===== src/rtl/uart_pkg.sv =====
// Shared UART definitions used by the receiver and transmitter.
//   uart_state_e : frame state encoding
//   PAR_EVEN/ODD : values of the parity-type select
//   majority3    : 2-of-3 vote used for mid-bit sampling
package uart_pkg;

  typedef enum logic [2:0] {
    ST_IDLE   = 3'd0,
    ST_START  = 3'd1,
    ST_DATA   = 3'd2,
    ST_PARITY = 3'd3,
    ST_STOP   = 3'd4
  } uart_state_e;

  localparam logic PAR_EVEN = 1'b0;
  localparam logic PAR_ODD  = 1'b1;

  function automatic logic majority3(input logic a, input logic b, input logic c);
    return (a & b) | (a & c) | (b & c);
  endfunction

endpackage


===== src/rtl/uart_baud_gen.sv =====
// Oversample tick generator.
//   clk  : system clock
//   rst  : asynchronous active-low reset
//   clr  : restart the divider and latch div for the coming frame
//   div  : clk cycles per tick minus 1 (0 -> tick every clk)
//   tick : one-clk pulse every div+1 clks after clr
module uart_baud_gen
  import uart_pkg::*;
#(
  parameter int DIV_W = 16
) (
  input  logic             clk,
  input  logic             rst,
  input  logic             clr,
  input  logic [DIV_W-1:0] div,
  output logic             tick
);

  logic [DIV_W-1:0] cnt;
  logic [DIV_W-1:0] div_q;

  // Down-counter with terminal count at zero; reloads from the divisor
  // captured at clr so mid-frame changes to div have no effect.
  always_ff @(posedge clk or negedge rst) begin
    if (!rst) begin
      cnt   <= '0;
      div_q <= '0;
    end else if (clr) begin
      cnt   <= div;
      div_q <= div;
    end else if (cnt == '0) begin
      cnt <= div_q;
    end else begin
      cnt <= cnt - 1'b1;
    end
  end

  assign tick = ~clr & (cnt == '0);

endmodule


===== src/rtl/uart_rx_os.sv =====
// Oversampling UART receiver with 3-sample majority vote.
//   clk        : system clock
//   rst        : asynchronous active-low reset
//   en         : receiver enable, low aborts the current frame
//   div        : clk cycles per oversample tick minus 1
//   par_en     : parity bit present
//   par_typ    : 0 even, 1 odd
//   stop2      : two stop bits expected
//   rx_in      : async serial line, idles high
//   p_data     : last received word
//   data_valid : one-clk strobe when p_data and the flags update
//   par_error  : parity mismatch on last frame
//   stop_error : a stop bit sampled low on last frame
//   busy       : frame in progress
//
// state     | meaning
// ST_IDLE   | waiting for a 1->0 edge on the synced line
// ST_START  | qualifying the start bit at mid-bit
// ST_DATA   | shifting in DATA_W bits, LSB first
// ST_PARITY | capturing the parity bit
// ST_STOP   | checking one or two stop bits, then strobing data_valid
module uart_rx_os
  import uart_pkg::*;
#(
  parameter int DATA_W = 8,
  parameter int OS     = 16,
  parameter int DIV_W  = 16
) (
  input  logic              clk,
  input  logic              rst,
  input  logic              en,
  input  logic [DIV_W-1:0]  div,
  input  logic              par_en,
  input  logic              par_typ,
  input  logic              stop2,
  input  logic              rx_in,
  output logic [DATA_W-1:0] p_data,
  output logic              data_valid,
  output logic              par_error,
  output logic              stop_error,
  output logic              busy
);

  localparam int CNT_W = $clog2(OS);
  localparam int BIT_W = $clog2(DATA_W + 1);

  localparam logic [CNT_W-1:0] VOTE_A   = CNT_W'(OS/2 - 1);
  localparam logic [CNT_W-1:0] VOTE_B   = CNT_W'(OS/2);
  localparam logic [CNT_W-1:0] VOTE_C   = CNT_W'(OS/2 + 1);
  localparam logic [CNT_W-1:0] CNT_LAST = CNT_W'(OS - 1);
  localparam logic [BIT_W-1:0] BIT_LAST = BIT_W'(DATA_W);

  uart_state_e       state;
  logic              rx_s1, rx_s2, rx_prev;
  logic [CNT_W-1:0]  s_cnt;
  logic [BIT_W-1:0]  bit_cnt;
  logic              samp_a, samp_b;
  logic [DATA_W-1:0] shreg;
  logic              pbit;
  logic              stop_err_acc;
  logic              stop_second;
  logic              par_en_q, par_typ_q, stop2_q;
  logic              tick;
  logic              start_det;
  logic              at_vote, at_end;
  logic              voted;
  logic              stop_err_now;

  // Edge detect needs the previous synced level high, so a line held low
  // after a bad stop bit cannot retrigger until it has returned high.
  assign start_det    = en & (state == ST_IDLE) & rx_prev & ~rx_s2;
  assign at_vote      = tick & (s_cnt == VOTE_C);
  assign at_end       = tick & (s_cnt == CNT_LAST);
  assign voted        = majority3(samp_a, samp_b, rx_s2);
  assign stop_err_now = stop_err_acc | ~voted;

  uart_baud_gen #(.DIV_W(DIV_W)) u_baud (
    .clk  (clk),
    .rst  (rst),
    .clr  (start_det),
    .div  (div),
    .tick (tick)
  );

  always_ff @(posedge clk or negedge rst) begin
    if (!rst) begin
      state        <= ST_IDLE;
      rx_s1        <= 1'b1;
      rx_s2        <= 1'b1;
      rx_prev      <= 1'b1;
      s_cnt        <= '0;
      bit_cnt      <= '0;
      samp_a       <= 1'b1;
      samp_b       <= 1'b1;
      shreg        <= '0;
      pbit         <= 1'b0;
      stop_err_acc <= 1'b0;
      stop_second  <= 1'b0;
      par_en_q     <= 1'b0;
      par_typ_q    <= PAR_EVEN;
      stop2_q      <= 1'b0;
      p_data       <= '0;
      data_valid   <= 1'b0;
      par_error    <= 1'b0;
      stop_error   <= 1'b0;
      busy         <= 1'b0;
    end else begin
      rx_s1      <= rx_in;
      rx_s2      <= rx_s1;
      rx_prev    <= rx_s2;
      data_valid <= 1'b0;

      if (!en) begin
        state <= ST_IDLE;
        busy  <= 1'b0;
      end else begin
        if (tick && state != ST_IDLE) begin
          s_cnt <= (s_cnt == CNT_LAST) ? '0 : s_cnt + 1'b1;
          if (s_cnt == VOTE_A) samp_a <= rx_s2;
          if (s_cnt == VOTE_B) samp_b <= rx_s2;
        end

        case (state)
          ST_IDLE: begin
            if (start_det) begin
              state        <= ST_START;
              busy         <= 1'b1;
              s_cnt        <= '0;
              bit_cnt      <= '0;
              stop_err_acc <= 1'b0;
              stop_second  <= 1'b0;
              par_en_q     <= par_en;
              par_typ_q    <= par_typ;
              stop2_q      <= stop2;
            end
          end

          ST_START: begin
            if (at_vote && voted) begin
              state <= ST_IDLE;
              busy  <= 1'b0;
            end else if (at_end) begin
              state <= ST_DATA;
            end
          end

          ST_DATA: begin
            if (at_vote) begin
              shreg   <= {voted, shreg[DATA_W-1:1]};
              bit_cnt <= bit_cnt + 1'b1;
            end
            if (at_end && bit_cnt == BIT_LAST) begin
              state <= par_en_q ? ST_PARITY : ST_STOP;
            end
          end

          ST_PARITY: begin
            if (at_vote) pbit <= voted;
            if (at_end)  state <= ST_STOP;
          end

          ST_STOP: begin
            if (at_vote) begin
              if (stop2_q && !stop_second) begin
                stop_err_acc <= stop_err_now;
                stop_second  <= 1'b1;
              end else begin
                // Leave half a bit early so a back-to-back start edge is seen.
                p_data     <= shreg;
                par_error  <= par_en_q & ((^{shreg, pbit}) ^ (par_typ_q == PAR_ODD));
                stop_error <= stop_err_now;
                data_valid <= 1'b1;
                state      <= ST_IDLE;
                busy       <= 1'b0;
              end
            end
          end

          default: begin
            state <= ST_IDLE;
            busy  <= 1'b0;
          end
        endcase
      end
    end
  end

endmodule


===== config.mk =====
export PLATFORM = sky130hd
export DESIGN_NAME = uart_rx_os
export DESIGN_NICKNAME = d
export VERILOG_FILES = /design/src/rtl/uart_pkg.sv /design/src/rtl/uart_baud_gen.sv /design/src/rtl/uart_rx_os.sv
export SDC_FILE = /design/constraint.sdc
export NUM_CORES = 1
export LEC_CHECK = 0
export ABC_AREA = 1
export CAP_MARGIN = 0
export CORE_ASPECT_RATIO = 0.75
export CORE_UTILIZATION = 58
export DETAILED_ROUTE_END_ITERATION = 7
export PLACE_DENSITY = 0.78
export SLEW_MARGIN = 30
export SYNTH_ARGS = -nofsm -noshare
export SYNTH_HDL_FRONTEND = slang
export SYNTH_HIERARCHICAL = 1
export SYNTH_SLANG_ARGS = --single-unit

===== constraint.sdc =====
create_clock -name clk -period 2.59 [get_ports clk]
set_input_delay 0.3885 -clock clk [delete_from_list [all_inputs] [get_ports clk]]
set_output_delay 0.3885 -clock clk [all_outputs]
set_load 0.02 [all_outputs]

==> flow_summary.html, run 1 <==
<table>
<tr><th>Metric</th><th>Value</th></tr>
<tr><th colspan="2">Worst setup path</th></tr>
<tr><td>Crit path buffers/inverters</td><td>2</td></tr>
<tr><td>Maximum single-stage delay on the critical path</td><td>0.39 ns</td></tr>
<tr><td>Startpoint-to-endpoint class of the critical path</td><td>reg2reg</td></tr>
<tr><td>Required time of the worst setup path</td><td>2.83 ns</td></tr>
<tr><td>Type of origin of the critical path</td><td>flop</td></tr>
<tr><td>CP endpoint kind</td><td>flop</td></tr>
<tr><td>Crit path max fanout</td><td>8</td></tr>
<tr><td>Worst endpoint data arrival time</td><td>2.56 ns</td></tr>
<tr><td>CP delay by family, top</td><td>simple AND/OR/NAND/NOR gates</td></tr>
<tr><td>Most used cell, CP</td><td>nand2_1</td></tr>
<tr><td>Cells along the critical path</td><td>inv_1 &gt; ha_1 &gt; nand2_1 &gt; nor2_1 &gt; nand3_2 &gt; nor2_8 &gt; nand2_1 &gt; nor2_4 &gt; inv_1 &gt; nand2_1 &gt; nand3_1 &gt; nand2_2 &gt; nand2_1 &gt; nand2_1 &gt; nand2_1</td></tr>
<tr><td>Critical-path cell with the highest stage delay</td><td>dfrtp_1</td></tr>
<tr><th colspan="2">Synth</th></tr>
<tr><td>Synthesized Nets</td><td>524</td></tr>
<tr><td>Post-Synthesis Cells</td><td>494</td></tr>
<tr><td>Fraction of the yosys area taken by sequential cells</td><td>47.5%</td></tr>
<tr><td>Top cell type's share of synthesized area</td><td>44.1%</td></tr>
<tr><td>Avg Inst Size Synth</td><td>7.92 µm²</td></tr>
<tr><td>Number of synthesized flops with an enable pin</td><td>0</td></tr>
<tr><td>Post-synthesis sequential element count</td><td>74</td></tr>
<tr><td>Count of cell types in the netlist</td><td>35</td></tr>
<tr><td>Synth warn</td><td>6</td></tr>
<tr><td>Leading post-synthesis cells by cell area</td><td>dfrtp_1 (44%), nand2_1 (17%), inv_1 (4.6%), nor2_1 (4.4%), nand3_1 (4.0%)</td></tr>
<tr><td>Cell accounting for the most synthesized area</td><td>dfrtp_1</td></tr>
<tr><td>Post-synthesis instance area</td><td>3910 µm²</td></tr>
<tr><td>Share of flip-flops with an asynchronous set or reset after synthesis</td><td>100%</td></tr>
<tr><td>Most used flip-flop cell after synthesis</td><td>dfrtp_1</td></tr>
<tr><th colspan="2">GRT</th></tr>
<tr><td>Antenna violations before repair</td><td>0</td></tr>
<tr><td>Wire length of the first global-routing pass</td><td>13800 µm</td></tr>
<tr><td>Vias in the first global route</td><td>2842</td></tr>
<tr><td>Overall overflow remaining after global route</td><td>0</td></tr>
<tr><td>Total global-route track usage</td><td>25.3%</td></tr>
<tr><td>Pin count of the biggest net entering global routing</td><td>75</td></tr>
<tr><th colspan="2">Drt</th></tr>
<tr><td>Initial detailed-routing violation count</td><td>198</td></tr>
<tr><td>Via count</td><td>3214</td></tr>
<tr><td>Post-detailed-routing wire length</td><td>8130 µm</td></tr>
<tr><td>Detail-routed via count per cell</td><td>5.18</td></tr>
<tr><td>Post-DRT Antenna Nets</td><td>0</td></tr>
<tr><td>Number of DRC violations after detailed routing</td><td>0</td></tr>
<tr><td>Routed len/inst</td><td>13.1 µm</td></tr>
<tr><td>Total iterations of the first detailed-routing run</td><td>5</td></tr>
<tr><th colspan="2">Clocking</th></tr>
<tr><td>Library cell used as clock root buffer</td><td>clkbuf_8</td></tr>
<tr><td>Reg clk slew, reported paths</td><td>0.08 ns</td></tr>
<tr><td>Number of H-tree levels</td><td>3</td></tr>
<tr><td>TritonCTS clock tree</td><td>done</td></tr>
<tr><td>Inserted Clock Buffers</td><td>9</td></tr>
<tr><td>Total setup buffers inserted after CTS</td><td>0</td></tr>
<tr><td>Maximum root-to-sink buffer count</td><td>2</td></tr>
<tr><td>Clk_lat worst skew</td><td>0.36 ns</td></tr>
<tr><td>Num Clock Sinks</td><td>74</td></tr>
<tr><th colspan="2">Power and ir drop</th></tr>
<tr><td>Total power density per cell area</td><td>866 nW/µm²</td></tr>
<tr><td>Cell leakage power</td><td>2.24 nW</td></tr>
<tr><td>Maximum VDD drop</td><td>0.752 mV</td></tr>
<tr><th colspan="2">Final layout</th></tr>
<tr><td>Most used cells in the layout excluding fill and tap cells</td><td>nand2_1 (180), dfrtp_1 (69), inv_1 (48)</td></tr>
<tr><td>Area added between synthesis and finish</td><td>16.3%</td></tr>
<tr><td>Ratio of cells with drive above 1 in the final layout</td><td>12.4%</td></tr>
<tr><td>N_diodes</td><td>0</td></tr>
<tr><td>Final design area excluding fillers</td><td>4550 µm²</td></tr>
<tr><td>Final nets</td><td>565</td></tr>
<tr><td>Commonest non-fill, non-tap cell in the layout</td><td>nand2_1</td></tr>
<tr><th colspan="2">Floorplanning</th></tr>
<tr><td>Die X</td><td>96.8 µm</td></tr>
<tr><td>Effective utilization at floorplan</td><td>61.0%</td></tr>
<tr><td>IO Pins</td><td>35</td></tr>
<tr><td>Floorplan row count</td><td>25</td></tr>
<tr><td>Core Region</td><td>6410 µm²</td></tr>
<tr><td>Total die area</td><td>7080 µm²</td></tr>
<tr><td>Vertical die dimension</td><td>73.1 µm</td></tr>
<tr><th colspan="2">Place</th></tr>
<tr><td>Placer Congestion</td><td>0.946</td></tr>
<tr><td>Buffers on Ports</td><td>34</td></tr>
<tr><td>Worst setup slack before clock tree synthesis</td><td>0.108 ns</td></tr>
<tr><td>Area of placed instances</td><td>4320 µm²</td></tr>
<tr><td>Total half-perimeter wirelength after legalization and detailed placement</td><td>5800 µm</td></tr>
<tr><th colspan="2">STA</th></tr>
<tr><td>Fmax</td><td>431 MHz</td></tr>
<tr><td>Max Slew Vio Count</td><td>0</td></tr>
<tr><td>Setup total negative slack</td><td>0 ns</td></tr>
<tr><td>Final clock skew</td><td>0.00594 ns</td></tr>
<tr><td>Post-route fraction of the period consumed by the critical path</td><td>89.6%</td></tr>
<tr><td>Setup-violating endpoint count in the final report</td><td>0</td></tr>
<tr><td>Worst slew margin relative to its limit</td><td>55.2%</td></tr>
<tr><td>Slew at the pin with the worst max-slew slack</td><td>0.672 ns</td></tr>
<tr><td>Final hold violation count</td><td>0</td></tr>
<tr><td>RSZ-0062 raised after global routing</td><td>false</td></tr>
<tr><td>Final WS setup</td><td>0.270 ns</td></tr>
<tr><td>Crit path time final</td><td>2.32 ns</td></tr>
<tr><th colspan="2">Status</th></tr>
<tr><td>Run status</td><td>finished, final reports clean</td></tr>
<tr><th colspan="2">Run</th></tr>
<tr><td>Max-capacitance violation count</td><td>0</td></tr>
<tr><th colspan="2">Worst hold path</th></tr>
<tr><td>Kind of path behind the tightest hold check</td><td>in2async</td></tr>
</table>
==> sequential cells by signal, indices dropped and copies added (netlist names), 3 cells and up <==
register	count
bit_cnt	4
shreg	8
u_baud/cnt	16
s_cnt	4
p_data	8
state	3
u_baud/div_q	16
==> power breakdown <==
part | internal, mW | switching (mW) | total (mW)
logic | 0.451 | 0.797 | 1.25
clock network | 0.540 | 0.443 | 0.983
registers | 1.48 | 0.232 | 1.71
total | 2.47 | 1.47 | 3.94
==> final timing paths <==
path | cells after the start | slack, ns | endpoint | startpoint
setup / recovery | 15 | 0.27 | busy | u_baud/cnt[0]
hold / removal | 1 | 0.04 | u_baud/cnt[13] | rst
setup reg to reg | 15 | 0.27 | busy | u_baud/cnt[0]
hold reg to reg | 0 | 0.36 | rx_s2 | rx_s1
max in group asynchronous | 1 | 2.08 | busy | rst
min in group clk | 0 | 0.36 | rx_s2 | rx_s1
==> through the flow <==
stage / utilization (%) / instances / power [mW] / hold slack [ns]
floorplan: - / 494 / 2.63 / 0.0929
global placement: 67.4 / 605 / 2.90 / 0.347
detailed placement: 67.4 / 605 / 2.95 / 0.347
CTS: 70.8 / 621 / 3.95 / 0.192
global route: 70.9 / 621 / 4.23 / 0.0928
finish: 70.9 / 621 / 3.94 / 0.0368
==> cell type report <==
| type | count | area (µm²) |
|---|---|---|
| timing repair buffer | 39 | 379 |
| inverter | 52 | 195 |
| clock inverter | 7 | 93.8 |
| tap | 81 | 101 |
| multi-input combinational | 359 | 1800 |
| clock buffer | 9 | 124 |
| sequential | 74 | 1860 |
| fill | 546 | 1860 |
==> cell families (layout without fill, tap and decap cells) <==
| logic type | after synthesis | after routing | share of synthesized area, % |
|---|---|---|---|
| AND/OR/NAND/NOR | 292 | 292 | 33.5 |
| XOR/XNOR | 10 | 10 | 2.24 |
| flip-flops | 74 | 74 | 47.5 |
| buffers and inverters | 61 | 107 | 6.75 |
| adder cells (fa/ha/maj) | 7 | 7 | 2.24 |
| AO/OA/AOI/OAI | 50 | 50 | 7.74 |
==> synthesized netlist by cell type, types with 5 or more instances <==
master	n
xnor2_1	5
nor2_4	5
nand2_1	181
xor2_1	5
dfstp_2	5
ha_1	7
nand4_1	6
dfrtp_1	69
a21oi_1	9
nor2_1	46
o21ai_0	22
o21ai_2	10
nand2_2	7
inv_1	48
nand3_1	31
==> what timing repair did <==
| item | CTS | global route |
|---|---|---|
| hold buffers | 0 | 0 |
| resized for setup | 0 | 2 |
| endpoints found under the setup margin | 0 | 11 |
==> metal layers <==
metal | share of wire [%] | track usage (%)
met5 | 0 | 0
met2 | 41 | 34.5
met3 | 6.1 | 6.99
met4 | 1.2 | 9.45
met1 | 52 | 38.0
Note: power is estimated with default switching activity, not from simulation.
==> inputs of run 2 (changes only) <==
--- a/config.mk
+++ b/config.mk
@@ -11,6 +11,7 @@
 export CORE_UTILIZATION = 58
 export DETAILED_ROUTE_END_ITERATION = 7
 export PLACE_DENSITY = 0.78
+export REMOVE_ABC_BUFFERS = 1
 export SLEW_MARGIN = 30
 export SYNTH_ARGS = -nofsm -noshare
 export SYNTH_HDL_FRONTEND = slang
==> run 2 against run 1 <==
Net effect:
- core utilization down 0.53 points
- total power down 2.8%
- global-route usage up 0.64 points
- sequential power about the same
- combinational power about the same
- sequential cell count unchanged
- clock-buffer cell count up 2
- die area unchanged
- critical path depth unchanged
- register-to-register slack better by 0.02 ns
- first-iteration DRC count down 17%
- cell count unchanged
- critical path type unchanged
- critical endpoint unchanged
- largest cell class unchanged
- highest routed layer unchanged
==> flow_summary.html, run 2 (synthesis results as in run 1) <==
<table>
<tr><th>Metric</th><th>Value</th></tr>
<tr><th colspan="2">Drt</th></tr>
<tr><td>Initial detailed-routing violation count</td><td>164 (-17%)</td></tr>
<tr><td>Post-detailed-routing wire length</td><td>8320 µm (+2.4%)</td></tr>
<tr><td>Number of DRC violations after detailed routing</td><td>0 (unchanged)</td></tr>
<tr><td>Total iterations of the first detailed-routing run</td><td>5 (unchanged)</td></tr>
<tr><td>Post-DRT Antenna Nets</td><td>0 (unchanged)</td></tr>
<tr><td>Detail-routed via count per cell</td><td>5.25 (+1.4%)</td></tr>
<tr><td>Via count</td><td>3260 (+1.4%)</td></tr>
<tr><td>Routed len/inst</td><td>13.4 µm (+2.4%)</td></tr>
<tr><th colspan="2">Final layout</th></tr>
<tr><td>Number of inserted filler cells in the final layout</td><td>531 (-2.7%)</td></tr>
<tr><td>Registers with the most flip-flops</td><td>u_baud/cnt: 16 flops, u_baud/div_q: 16 flops</td></tr>
<tr><td>Multi-input logic area</td><td>1790 µm² (-0.14%)</td></tr>
<tr><td>Final nets</td><td>565 (unchanged)</td></tr>
<tr><td>Sequential cell area</td><td>1860 µm² (unchanged)</td></tr>
<tr><td>Most used cells in the layout excluding fill and tap cells</td><td>nand2_1 (181), dfrtp_1 (69), inv_1 (48)</td></tr>
<tr><td>Number of standard cells in the final layout excluding fillers</td><td>621 (unchanged)</td></tr>
<tr><td>Commonest non-fill, non-tap cell in the layout</td><td>nand2_1</td></tr>
<tr><td>N_diodes</td><td>0 (unchanged)</td></tr>
<tr><td>Ratio of cells with drive above 1 in the final layout</td><td>11.9% (-0.56 points)</td></tr>
<tr><td>Area added between synthesis and finish</td><td>15.4%</td></tr>
<tr><th colspan="2">STA</th></tr>
<tr><td>Fmax</td><td>435 MHz (+0.94%)</td></tr>
<tr><td>Crit path time final</td><td>2.30 ns (-0.0215 ns)</td></tr>
<tr><td>Final WS setup</td><td>0.292 ns (+0.0215 ns)</td></tr>
<tr><td>Post-route fraction of the period consumed by the critical path</td><td>88.7% (-0.83 points)</td></tr>
<tr><td>Setup total negative slack</td><td>0 ns (unchanged)</td></tr>
<tr><td>Max Slew Vio Count</td><td>0 (unchanged)</td></tr>
<tr><td>RSZ-0062 raised after global routing</td><td>false</td></tr>
<tr><td>Final clock skew</td><td>0.00808 ns (+0.00214 ns)</td></tr>
<tr><td>Final hold violation count</td><td>0 (unchanged)</td></tr>
<tr><td>Setup-violating endpoint count in the final report</td><td>0 (unchanged)</td></tr>
<tr><td>Worst slew margin relative to its limit</td><td>56.6% (+1.4 points)</td></tr>
<tr><td>Slew at the pin with the worst max-slew slack</td><td>0.651 ns (-0.0208 ns)</td></tr>
<tr><td>Tightest hold margin</td><td>0.0444 ns (+0.00761 ns)</td></tr>
<tr><th colspan="2">GRT</th></tr>
<tr><td>Total global-route track usage</td><td>25.9% (+0.64 points)</td></tr>
<tr><td>Met3 Resource Use GR</td><td>5.94% (-1.1 points)</td></tr>
<tr><td>Antenna violations before repair</td><td>0 (unchanged)</td></tr>
<tr><td>Global routing met2 resource utilization</td><td>40.4% (+5.9 points)</td></tr>
<tr><td>Vias in the first global route</td><td>3134 (+10%)</td></tr>
<tr><td>Overall overflow remaining after global route</td><td>0 (unchanged)</td></tr>
<tr><td>GRT busiest layer</td><td>met2</td></tr>
<tr><td>Wire length of the first global-routing pass</td><td>14300 µm (+3.7%)</td></tr>
<tr><td>Pin count of the biggest net entering global routing</td><td>75 (unchanged)</td></tr>
<tr><td>Met1 track utilization from global routing</td><td>36.1% (-1.9 points)</td></tr>
<tr><th colspan="2">Worst setup path</th></tr>
<tr><td>Critical R2R Capture</td><td>busy</td></tr>
<tr><td>Depth of the most critical reg-to-reg path</td><td>15 (unchanged)</td></tr>
<tr><td>CP endpoint kind</td><td>flop</td></tr>
<tr><td>Worst endpoint data arrival time</td><td>2.53 ns (-0.03 ns)</td></tr>
<tr><td>Required time of the worst setup path</td><td>2.82 ns (about the same)</td></tr>
<tr><td>Maximum single-stage delay on the critical path</td><td>0.39 ns (about the same)</td></tr>
<tr><td>Type of origin of the critical path</td><td>flop</td></tr>
<tr><td>Most used cell, CP</td><td>nand2_1</td></tr>
<tr><td>Startpoint-to-endpoint class of the critical path</td><td>reg2reg</td></tr>
<tr><td>Critical-path cell with the highest stage delay</td><td>dfrtp_1</td></tr>
<tr><td>Crit path max fanout</td><td>8 (unchanged)</td></tr>
<tr><td>Cells along the critical path</td><td>inv_1 &gt; ha_1 &gt; nand2_1 &gt; nor2_1 &gt; nand3_2 &gt; nor2_8 &gt; nand2_1 &gt; nor2_4 &gt; inv_1 &gt; nand2_1 &gt; nand3_1 &gt; nand2_1 &gt; nand2_1 &gt; nand2_1 &gt; nand2_1</td></tr>
<tr><td>Reg2reg start</td><td>u_baud/cnt[0]</td></tr>
<tr><td>Reg2reg setup slack</td><td>0.29 ns (+0.02 ns)</td></tr>
<tr><th colspan="2">Floorplanning</th></tr>
<tr><td>IO Pins</td><td>35 (unchanged)</td></tr>
<tr><td>Floorplan row count</td><td>25 (unchanged)</td></tr>
<tr><td>Total die area</td><td>7080 µm² (unchanged)</td></tr>
<tr><td>Effective utilization at floorplan</td><td>61.0% (unchanged)</td></tr>
<tr><td>Vertical die dimension</td><td>73.1 µm (unchanged)</td></tr>
<tr><td>Core Region</td><td>6410 µm² (unchanged)</td></tr>
<tr><td>Die X</td><td>96.8 µm (unchanged)</td></tr>
<tr><th colspan="2">Place</th></tr>
<tr><td>Total half-perimeter wirelength after legalization and detailed placement</td><td>5910 µm (+2.0%)</td></tr>
<tr><td>Placer Congestion</td><td>0.892 (-5.8%)</td></tr>
<tr><td>Post-placement cell count</td><td>605 (unchanged)</td></tr>
<tr><td>Buffers on Ports</td><td>34 (unchanged)</td></tr>
<tr><td>Worst setup slack before clock tree synthesis</td><td>0.233 ns (+0.125 ns)</td></tr>
<tr><th colspan="2">Clocking</th></tr>
<tr><td>Inserted Clock Buffers</td><td>9 (unchanged)</td></tr>
<tr><td>Reg clk slew, reported paths</td><td>0.08 ns (about the same)</td></tr>
<tr><td>Library cell used as clock root buffer</td><td>clkbuf_8</td></tr>
<tr><td>TritonCTS clock tree</td><td>done</td></tr>
<tr><td>Number of H-tree levels</td><td>3 (unchanged)</td></tr>
<tr><td>Total setup buffers inserted after CTS</td><td>0 (unchanged)</td></tr>
<tr><td>Hold buffer count at CTS</td><td>0 (unchanged)</td></tr>
<tr><td>Num Clock Sinks</td><td>74 (unchanged)</td></tr>
<tr><td>Clk_lat worst skew</td><td>0.35 ns (about the same)</td></tr>
<tr><td>Post-cts resize count</td><td>0 (unchanged)</td></tr>
<tr><td>Maximum root-to-sink buffer count</td><td>2 (unchanged)</td></tr>
<tr><th colspan="2">Worst hold path</th></tr>
<tr><td>Kind of path behind the tightest hold check</td><td>in2async</td></tr>
<tr><th colspan="2">Power and ir drop</th></tr>
<tr><td>Total power of the final layout</td><td>3.83 mW (-2.8%)</td></tr>
<tr><td>Cell leakage power</td><td>2.23 nW (-0.72%)</td></tr>
<tr><td>Total power density per cell area</td><td>848 nW/µm² (-2.0%)</td></tr>
<tr><td>Maximum VDD drop</td><td>0.435 mV (-42%)</td></tr>
<tr><th colspan="2">Status</th></tr>
<tr><td>Run status</td><td>finished, final reports clean</td></tr>
<tr><th colspan="2">Run</th></tr>
<tr><td>Max-capacitance violation count</td><td>0 (unchanged)</td></tr>
</table>
run 2: cell types whose count changed in the layout (fill, tap and decap cells not counted), sizes merged:
cell	delta
bufinv	-1
clkbuf	+2
clkinv	-1
run 2: final cells by class:
type,instances,area share [%]
inverter,52,4.32
clock buffer,11,2.91
timing repair buffer,39,8.40
clock inverter,5,1.22
multi-input combinational,359,39.7
tap,81,2.25
sequential,74,41.2
run 2: layer usage:
layer  up-vias  share of wire, %
met5         -                 0
met1      1507                47
met3        16               6.5
met2       108                45
li1       1629                 -
met4         0               1.8
run 2: worst max-delay path: cells and delay by family (launching register included):
family	cells	cell delay (ns)
simple gates	12	1.33
fa+ha+maj	1	0.20
buf+inv	2	0.26
flops	1	0.39
run 2: worst max-delay path by stage:
stage	slack (ns)	from	endpoint	depth (start not counted)
6_report	0.29	u_baud/cnt[0]	busy	15
3_5_place_dp	0.23	u_baud/cnt[0]	shreg[1]	13
5_1_grt	0.07	u_baud/cnt[0]	busy	15
2_1_floorplan	0.27	state[2]	u_baud/cnt[10]	8
4_1_cts	0.20	u_baud/cnt[0]	shreg[1]	13
3_3_place_gp	0.30	en	shreg[1]	11
run 2: power by group:
group	leakage (nW)	internal [mW]	switching, mW
Combinational	1.18	0.448	0.798
Clock	0.0893	0.442	0.424
Sequential	0.955	1.48	0.241
run 2: per-stage QoR:
stage / area, µm² / utilization [%]
finish: 4510 / 70.4
global route: 4510 / 70.4
CTS: 4510 / 70.3
detailed placement: 4320 / 67.4
global placement: 4320 / 67.4
floorplan: 3840 / -
